## config.mk

```make
export PLATFORM = sky130hd
export DESIGN_NAME = load_store_unit
export DESIGN_NICKNAME = d
export VERILOG_FILES = /design/src/rtl/load_store_unit.sv
export SDC_FILE = /design/constraint.sdc
export NUM_CORES = 1
export LEC_CHECK = 0
export BUFFER_PORTS_ARGS = -buffer_cell sky130_fd_sc_hd__clkbuf_2
export CELL_PAD_IN_SITES_DETAIL_PLACEMENT = 1
export CELL_PAD_IN_SITES_GLOBAL_PLACEMENT = 2
export CORE_ASPECT_RATIO = 0.8
export CORE_MARGIN = 5
export CORE_UTILIZATION = 25
export CTS_CLUSTER_SIZE = 28
export DETAILED_ROUTE_END_ITERATION = 7
export PLACE_DENSITY = 0.73
export SLEW_MARGIN = 5
export SYNTH_ARGS = -nofsm -noshare
export SYNTH_HDL_FRONTEND = slang
export SYNTH_SLANG_ARGS = --single-unit
export TNS_END_PERCENT = 10
```

## constraint.sdc

```tcl
create_clock -name Clk -period 1.8 [get_ports Clk]
set_clock_uncertainty 0.2 [all_clocks]
set_input_delay 0.18 -clock Clk [delete_from_list [all_inputs] [get_ports Clk]]
set_output_delay 0.18 -clock Clk [all_outputs]
set_load 0.02 [all_outputs]
```

## src/rtl/load_store_unit.sv

```systemverilog
// Data-memory stage: byte/half/word load/store over a req/ack handshake with
// lane steering, load extension, misalignment trap and bounded-wait timeout.
module load_store_unit #(
    parameter int TIMEOUT = 255
) (
    input  logic        Clk,
    input  logic        Clrn,
    input  logic        Req,
    input  logic        Wr,
    input  logic [1:0]  Size,
    input  logic        Sext,
    input  logic [31:0] Addr,
    input  logic [31:0] Wdata,
    output logic        Busy,
    output logic        Done,
    output logic        Err,
    output logic [31:0] Rdata,
    output logic        MemReq,
    output logic        MemWe,
    output logic [31:0] MemAddr,
    output logic [3:0]  MemBe,
    output logic [31:0] MemWdata,
    input  logic [31:0] MemRdata,
    input  logic        MemAck
);

    typedef enum logic [1:0] {IDLE, ACCESS, RESP} state_t;

    state_t      r_state, w_next;
    logic        r_wr, r_sext, r_err;
    logic [1:0]  r_size, r_off;
    logic [7:0]  r_cnt;
    logic [31:0] r_memaddr, r_wdata, r_rdata;
    logic [3:0]  r_be;

    logic        w_accept, w_misal, w_tmo;
    logic [3:0]  w_be;
    logic [31:0] w_wdata, w_lane, w_fmt;
    logic [15:0] w_half;

    assign w_accept = (r_state == IDLE) && Req;
    assign w_tmo    = (r_cnt == 8'(TIMEOUT - 1));
    assign w_misal  = (Size == 2'b11) || (Size == 2'b01 && Addr[0]) ||
                      (Size == 2'b10 && Addr[1:0] != 2'b00);

    always_comb begin
        w_be    = 4'b0000;
        w_wdata = 32'h0;
        case (Size)
            2'b00: begin
                w_be    = 4'b0001 << Addr[1:0];
                w_wdata = {4{Wdata[7:0]}};
            end
            2'b01: begin
                w_be    = 4'b0011 << {Addr[1], 1'b0};
                w_wdata = {2{Wdata[15:0]}};
            end
            2'b10: begin
                w_be    = 4'b1111;
                w_wdata = Wdata;
            end
            default: ;
        endcase
    end

    // Lane selection uses the latched offset, not the live address
    assign w_lane = MemRdata >> {r_off, 3'b000};
    assign w_half = r_off[1] ? MemRdata[31:16] : MemRdata[15:0];

    always_comb begin
        case (r_size)
            2'b00:   w_fmt = {{24{r_sext & w_lane[7]}}, w_lane[7:0]};
            2'b01:   w_fmt = {{16{r_sext & w_half[15]}}, w_half};
            default: w_fmt = MemRdata;
        endcase
    end

    always_ff @(posedge Clk or negedge Clrn) begin
        if (!Clrn) r_state <= IDLE;
        else       r_state <= w_next;
    end

    always_comb begin
        w_next = r_state;
        case (r_state)
            IDLE:    if (Req) w_next = w_misal ? RESP : ACCESS;
            ACCESS:  if (MemAck || w_tmo) w_next = RESP;
            RESP:    w_next = IDLE;
            default: w_next = IDLE;
        endcase
    end

    always_ff @(posedge Clk or negedge Clrn) begin
        if (!Clrn) begin
            r_wr      <= 1'b0;
            r_sext    <= 1'b0;
            r_err     <= 1'b0;
            r_size    <= 2'b00;
            r_off     <= 2'b00;
            r_cnt     <= 8'h0;
            r_memaddr <= 32'h0;
            r_wdata   <= 32'h0;
            r_be      <= 4'b0000;
            r_rdata   <= 32'h0;
        end else if (w_accept) begin
            r_wr      <= Wr;
            r_sext    <= Sext;
            r_size    <= Size;
            r_off     <= Addr[1:0];
            r_memaddr <= {Addr[31:2], 2'b00};
            r_be      <= w_be;
            r_wdata   <= w_wdata;
            r_err     <= w_misal;
            r_cnt     <= 8'h0;
        end else if (r_state == ACCESS) begin
            // An ack on the final allowed cycle still counts as success
            if (MemAck) begin
                r_err <= 1'b0;
                if (!r_wr) r_rdata <= w_fmt;
            end else begin
                r_cnt <= r_cnt + 8'h1;
                if (w_tmo) r_err <= 1'b1;
            end
        end
    end

    assign Busy     = (r_state != IDLE);
    assign Done     = (r_state == RESP);
    assign Err      = (r_state == RESP) && r_err;
    assign MemReq   = (r_state == ACCESS);
    assign MemWe    = (r_state == ACCESS) && r_wr;
    assign MemAddr  = r_memaddr;
    assign MemBe    = r_be;
    assign MemWdata = r_wdata;
    assign Rdata    = r_rdata;

endmodule

```

==> flow_metrics.tcl, run 1 <==
set metrics [dict create \
    status "finished, violations left" \
    violations "setup timing" \
    drtAntennaViolNets 0 \
    cp_cell_sequence "nand4b_1 > or3_4 > or4_1 > nand2_1" \
    root_buffer "clkbuf_16" \
    grt_max_degree 54 \
    ys_ff_latch 115 \
    cts-buffers-inserted 17 \
    min_period_ns 1.80 \
    use_met1_pct 22.2 \
    cts_buffer_depth 2 \
    crit_slowest_cell "or4_1" \
    die_w_um 174 \
    num_rows 48 \
    fmax_mhz 554 \
    crit_arrival_ns 1.95 \
    synthTopCellsByCount "nand2_1, dfrtp_1, nand3_1" \
    postSynthCellCount 596 \
    place.detailed.hpwl_um 14900 \
    clk_latency_ns 0.40 \
    grt.busiest_layer "met2" \
    cts_tree "done" \
    synth_seq_area_share_pct 53.4 \
    layout_setup_ws_ns -0.00485 \
    hp-class "in -> reg" \
    rsz0062_at_grt "yes" \
    place_ws_ns 0.00991 \
    critPathCaptureType "flip-flop" \
    grt_pass1_vias 6093 \
    hold_start "Wdata[29]" \
    final-hold-violation-count 0 \
    synthFlopType "dfrtp_1" \
    avgSynthCellArea_um2 9.04 \
    worst-path-max-fanout 3 \
    dp.cells 1072 \
    clock_sinks 115 \
    htreeDepth 4 \
    syn_to_final_growth_pct 61.2 \
    synth_area_um2 5390 \
    setup_violations 1 \
    post-route-period-util_pct 100 \
    worst_slew_pin_slew_ns 0.699 \
    cap_viol_max_count 0 \
    num_vias 5541 \
    drc_errors 0 \
    max_stage_delay_ns 0.48 \
    drt-initial-drc-count 229 \
    drt-pass1-iter-count 4 \
    maxSlewHeadroom_pct 53.3 \
    r2r-start "r_state[1]" \
    synth_edf_count 0 \
    io_pins 209 \
    yosysTopAreaCell "dfrtp_1" \
    die_area_um2 24600 \
    grt_util_all_layers_pct 17.3 \
    power.leakage_nw 4.37 \
    nets 1021 \
    stdcell_count 1202 \
    drive_gt1_share_pct 32.6 \
    via_per_inst 4.61 \
    yosys.area.top_type_share_pct 53.4 \
    globalplace.congestion 0.789 \
    port_buffers 206 \
    met2_usage_pct 27.7 \
    p_per_area_nw_per_um2 1390 \
    overflow 0 \
    synth.distinct_cells 49 \
    synth_top_cells_by_area "dfrtp_1, nand2_1, nand3_1" \
    fp.dieH_um 141 \
    insertedDiodeCount 0 \
    cp.required_ns 1.94 \
    hold-worst-slack_ns 0.00468 \
    grtUsageMet3_pct 6.87 \
    clkTransAtPathRegs_ns 0.06 \
    wl_per_cell_um 17.4 \
    ys_warn_count 0 \
    yosysMostFrequentCell "nand2_1" \
    startpoint "r_state[1]" \
    grt_pass1_wl_um 34200 \
    wirelength_um 20900 \
    ir_drop_mv 0.493 \
    worstSetupPathType "reg -> reg" \
    ys_async_sr_fraction_pct 100 \
    start_kind "flip-flop" \
    core_area_um2 21400 \
    initial_utilization_pct 25.2 \
    finalMaxSlewViolations 0 \
    antenna_found_initial 0 \
]
[critical path: cells and delay by family (launching register included)]
| family | cells | cell delay (ns) |
|---|---|---|
| and+or+nand+nor | 4 | 1.15 |
| DFF | 1 | 0.40 |
[through the flow]
stage	utilization [%]	area, um^2	setup TNS, ns	power (mW)
floorplan	-	5390	0	6.27
global placement	32.6	6980	0	8.04
detailed placement	32.6	6980	0	8.12
CTS	40.4	8640	-0.0568	12.2
global route	40.6	8680	-0.194	12.8
finish	40.6	8680	-0.00485	12.0
[worst paths after layout]
| path | slack [ns] | cells past startpoint | endpoint |
|---|---|---|---|
| max | -0.005 | 4 | r_cnt[7] |
| min | 0.005 | 4 | MemWdata[29] |
| max reg2reg | -0.005 | 4 | r_cnt[7] |
| min reg2reg | 0.27 | 2 | MemWdata[1] |
| max in group asynchronous | 0.81 | 3 | Rdata[0] |
| min in group asynchronous | 0.01 | 2 | Rdata[17] |
[logic make-up after synthesis]
logic type	after synthesis	synth area share, %
mux	11	2.07
fa+ha+maj	2	0.465
buf+inv	47	3.67
xor+xnor	5	0.813
flops	115	53.4
compound gates	127	14.9
simple gates	288	24.6
other cells	1	0.0696
[layer usage]
metal,vias up,routed length [um]
met4,0,336
li1,2687,-
met1,2665,9330
met3,20,1790
met2,169,9460
met5,-,0
[report_power, final]
part / internal, mW / total, mW / switching (mW)
registers: 3.43 / 4.00 / 0.571
clock network: 2.49 / 3.76 / 1.27
logic: 1.65 / 4.27 / 2.62
total: 7.56 / 12.0 / 4.47
[area by class of cell]
class	count	area (um^2)
Fill cell	2478	12700
Multi-Input combinational cell	435	2360
Clock inverter	13	209
Inverter	5	18.8
Timing Repair Buffer	341	2430
Clock buffer	18	439
Tap cell	275	344
Sequential cell	115	2880
[cell usage in the layout, fill, tap and decap left out, drive strengths merged, types with 3 or more instances in the layout]
cell type	n
a211oi	8
a21oi	39
a2bb2oi	16
and2	4
and3	7
and3b	7
buf	41
bufinv	5
clkbuf	222
clkinv	6
clkinvlp	3
dfrtp	115
dlygate4sd3	96
inv	4
mux2i	10
nand2	175
nand2b	3
nand3	42
nor2	15
nor2b	10
nor3	11
o211ai	8
o21ai	42
o221a	7
xnor2	4
[sequential cells by signal, summed over array words and instances (netlist names)]
signal	flops
MemAddr	30
MemBe	4
MemWdata	32
Rdata	32
r_cnt	8
r_err	1
r_off	2
r_sext	1
r_size	2
r_state	2
r_wr	1
[repair_timing]
item	in CTS	in global routing
hold buffers	96	0
setup endpoints to repair	5	26
endpoints found under the hold margin	218	0
pin swaps	1	1
buffers inserted	1	2
gates resized for setup	11	9
(Power assumes the default switching activity.)
==> run 2, diff against run 1 <==
Settings changed: BUFFER_PORTS_ARGS -buffer_cell sky130_fd_sc_hd__clkbuf_2 to -buffer_cell sky130_fd_sc_hd__buf_4.
==> flow_metrics.tcl, run 2 (synthesis results as in run 1) <==
set metrics [dict create \
    clk_latency_ns 0.41 \
    num_rows 48 \
    grt_util_all_layers_pct 17.4 \
    drtAntennaViolNets 0 \
    startpoint "r_state[0]" \
    hold-worst-slack_ns 0.00866 \
    dpl_cell_area_um2 7440 \
    num_vias 5619 \
    drc_errors 0 \
    cts-buffers-inserted 17 \
    htreeDepth 4 \
    fill_cells 2419 \
    hold_start "Wdata[29]" \
    start_kind "flip-flop" \
    port_buffers 206 \
    min_period_ns 1.81 \
    multi_input_area_um2 2340 \
    grt_pass1_vias 6257 \
    core_area_um2 21400 \
    p_per_area_nw_per_um2 1340 \
    nets 1017 \
    dp.cells 1067 \
    antenna_found_initial 0 \
    clock_sinks 115 \
    fin_tns_setup_ns -0.00510 \
    cp.required_ns 1.42 \
    rsz0062_at_grt "yes" \
    via_per_inst 4.69 \
    crit_arrival_ns 1.43 \
    root_buffer "clkbuf_16" \
    die_area_um2 24600 \
    final_cell_mix "buf_4, nand2_1, dfrtp_1" \
    final-hold-violation-count 0 \
    cts_tree "done" \
    fin_area_um2 9050 \
    drt-pass1-iter-count 5 \
    syn_to_final_growth_pct 68.0 \
    wirelength_um 21300 \
    r2r_slack_ns 0.01 \
    hp-class "in -> reg" \
    fmax_mhz 554 \
    post-route-period-util_pct 100 \
    wl_per_cell_um 17.8 \
    overflow 0 \
    fp.dieH_um 141 \
    initial_utilization_pct 25.2 \
    globalplace.congestion 0.862 \
    worst-path-max-fanout 5 \
    ir_drop_mv 0.565 \
    insertedDiodeCount 0 \
    finalMaxSlewViolations 0 \
    worstSetupPathType "reg -> out" \
    grt_max_degree 62 \
    clkTransAtPathRegs_ns 0.05 \
    drt-initial-drc-count 192 \
    setup_violations 1 \
    layout_setup_ws_ns -0.00510 \
    critPathCaptureType "output pin" \
    place.detailed.hpwl_um 15300 \
    power.leakage_nw 4.45 \
    status "finished, violations left" \
    violations "setup timing" \
    cts_buffer_depth 2 \
    ff_latch_area_um2 2880 \
    grt_pass1_wl_um 34100 \
    io_pins 209 \
    stdcell_count 1197 \
    layout.cells.most_common "buf_4" \
    die_w_um 174 \
    utilization_pct 42.3 \
    r2r-start "r_state[1]" \
    drive_gt1_share_pct 31.2 \
    cap_viol_max_count 0 \
]
[run 2: cell types whose count changed in the layout (fill, tap and decap cells not counted), sizes merged]
cell,previous run,this run
clkbuf,222,25
bufinv,5,2
dlygate4sd3,96,98
clkinvlp,3,0
buf,41,239
clkinv,6,4
[run 2: worst paths after layout]
check | end | cells past startpoint
max | Err | 4
min | MemWdata[29] | 4
max reg2reg | r_cnt[7] | 4
min reg2reg | MemWdata[20] | 2
max in group asynchronous | r_state[0] | 3
min in group asynchronous | Rdata[25] | 2
[run 2: what timing repair did]
item,in CTS,in global routing
buffers inserted,2,0
resized for setup,8,5
hold buffers,98,0
endpoints found under the setup margin,3,22
endpoints found under the hold margin,220,0
pin swaps,1,0
[run 2: critical path: stages, from the launching register on]
cell and delay, ns:
dfrtp_1 0.42, buf_6 0.14, and2b_1 0.21, and2_4 0.14, buf_6 0.11
[run 2: power by group]
group | switching [mW] | total [mW] | internal, mW
Clock | 1.19 | 3.35 | 2.16
Combinational | 2.62 | 4.74 | 2.12
Sequential | 0.616 | 4.04 | 3.43
Total | 4.43 | 12.1 | 7.71
[run 2: per-layer routing]
metal	share of wire (%)	wire (um)	global-route usage [%]
met4	0.99	210	4.00
met2	47	9960	28.7
met3	9.3	1980	6.69
met1	43	9110	21.7
met5	0	0	0
[run 2: stage by stage]
stage,setup WS (ns),total power [mW]
after global routing,-0.0644,12.9
after CTS,-0.0363,12.3
after global placement,0.0464,8.49
final,-0.00510,12.1
after detailed placement,0.0376,8.63
after floorplan,0.0599,6.27
[run 2: cell type report]
class                           instances  share of cell area (%)
Clock inverter                          5                   0.829
Inverter                                5                   0.207
Clock buffer                           25                    5.47
Tap cell                              275                    3.80
Timing Repair Buffer                  337                    32.0
Multi-Input combinational cell        435                    25.9
Sequential cell                       115                    31.8
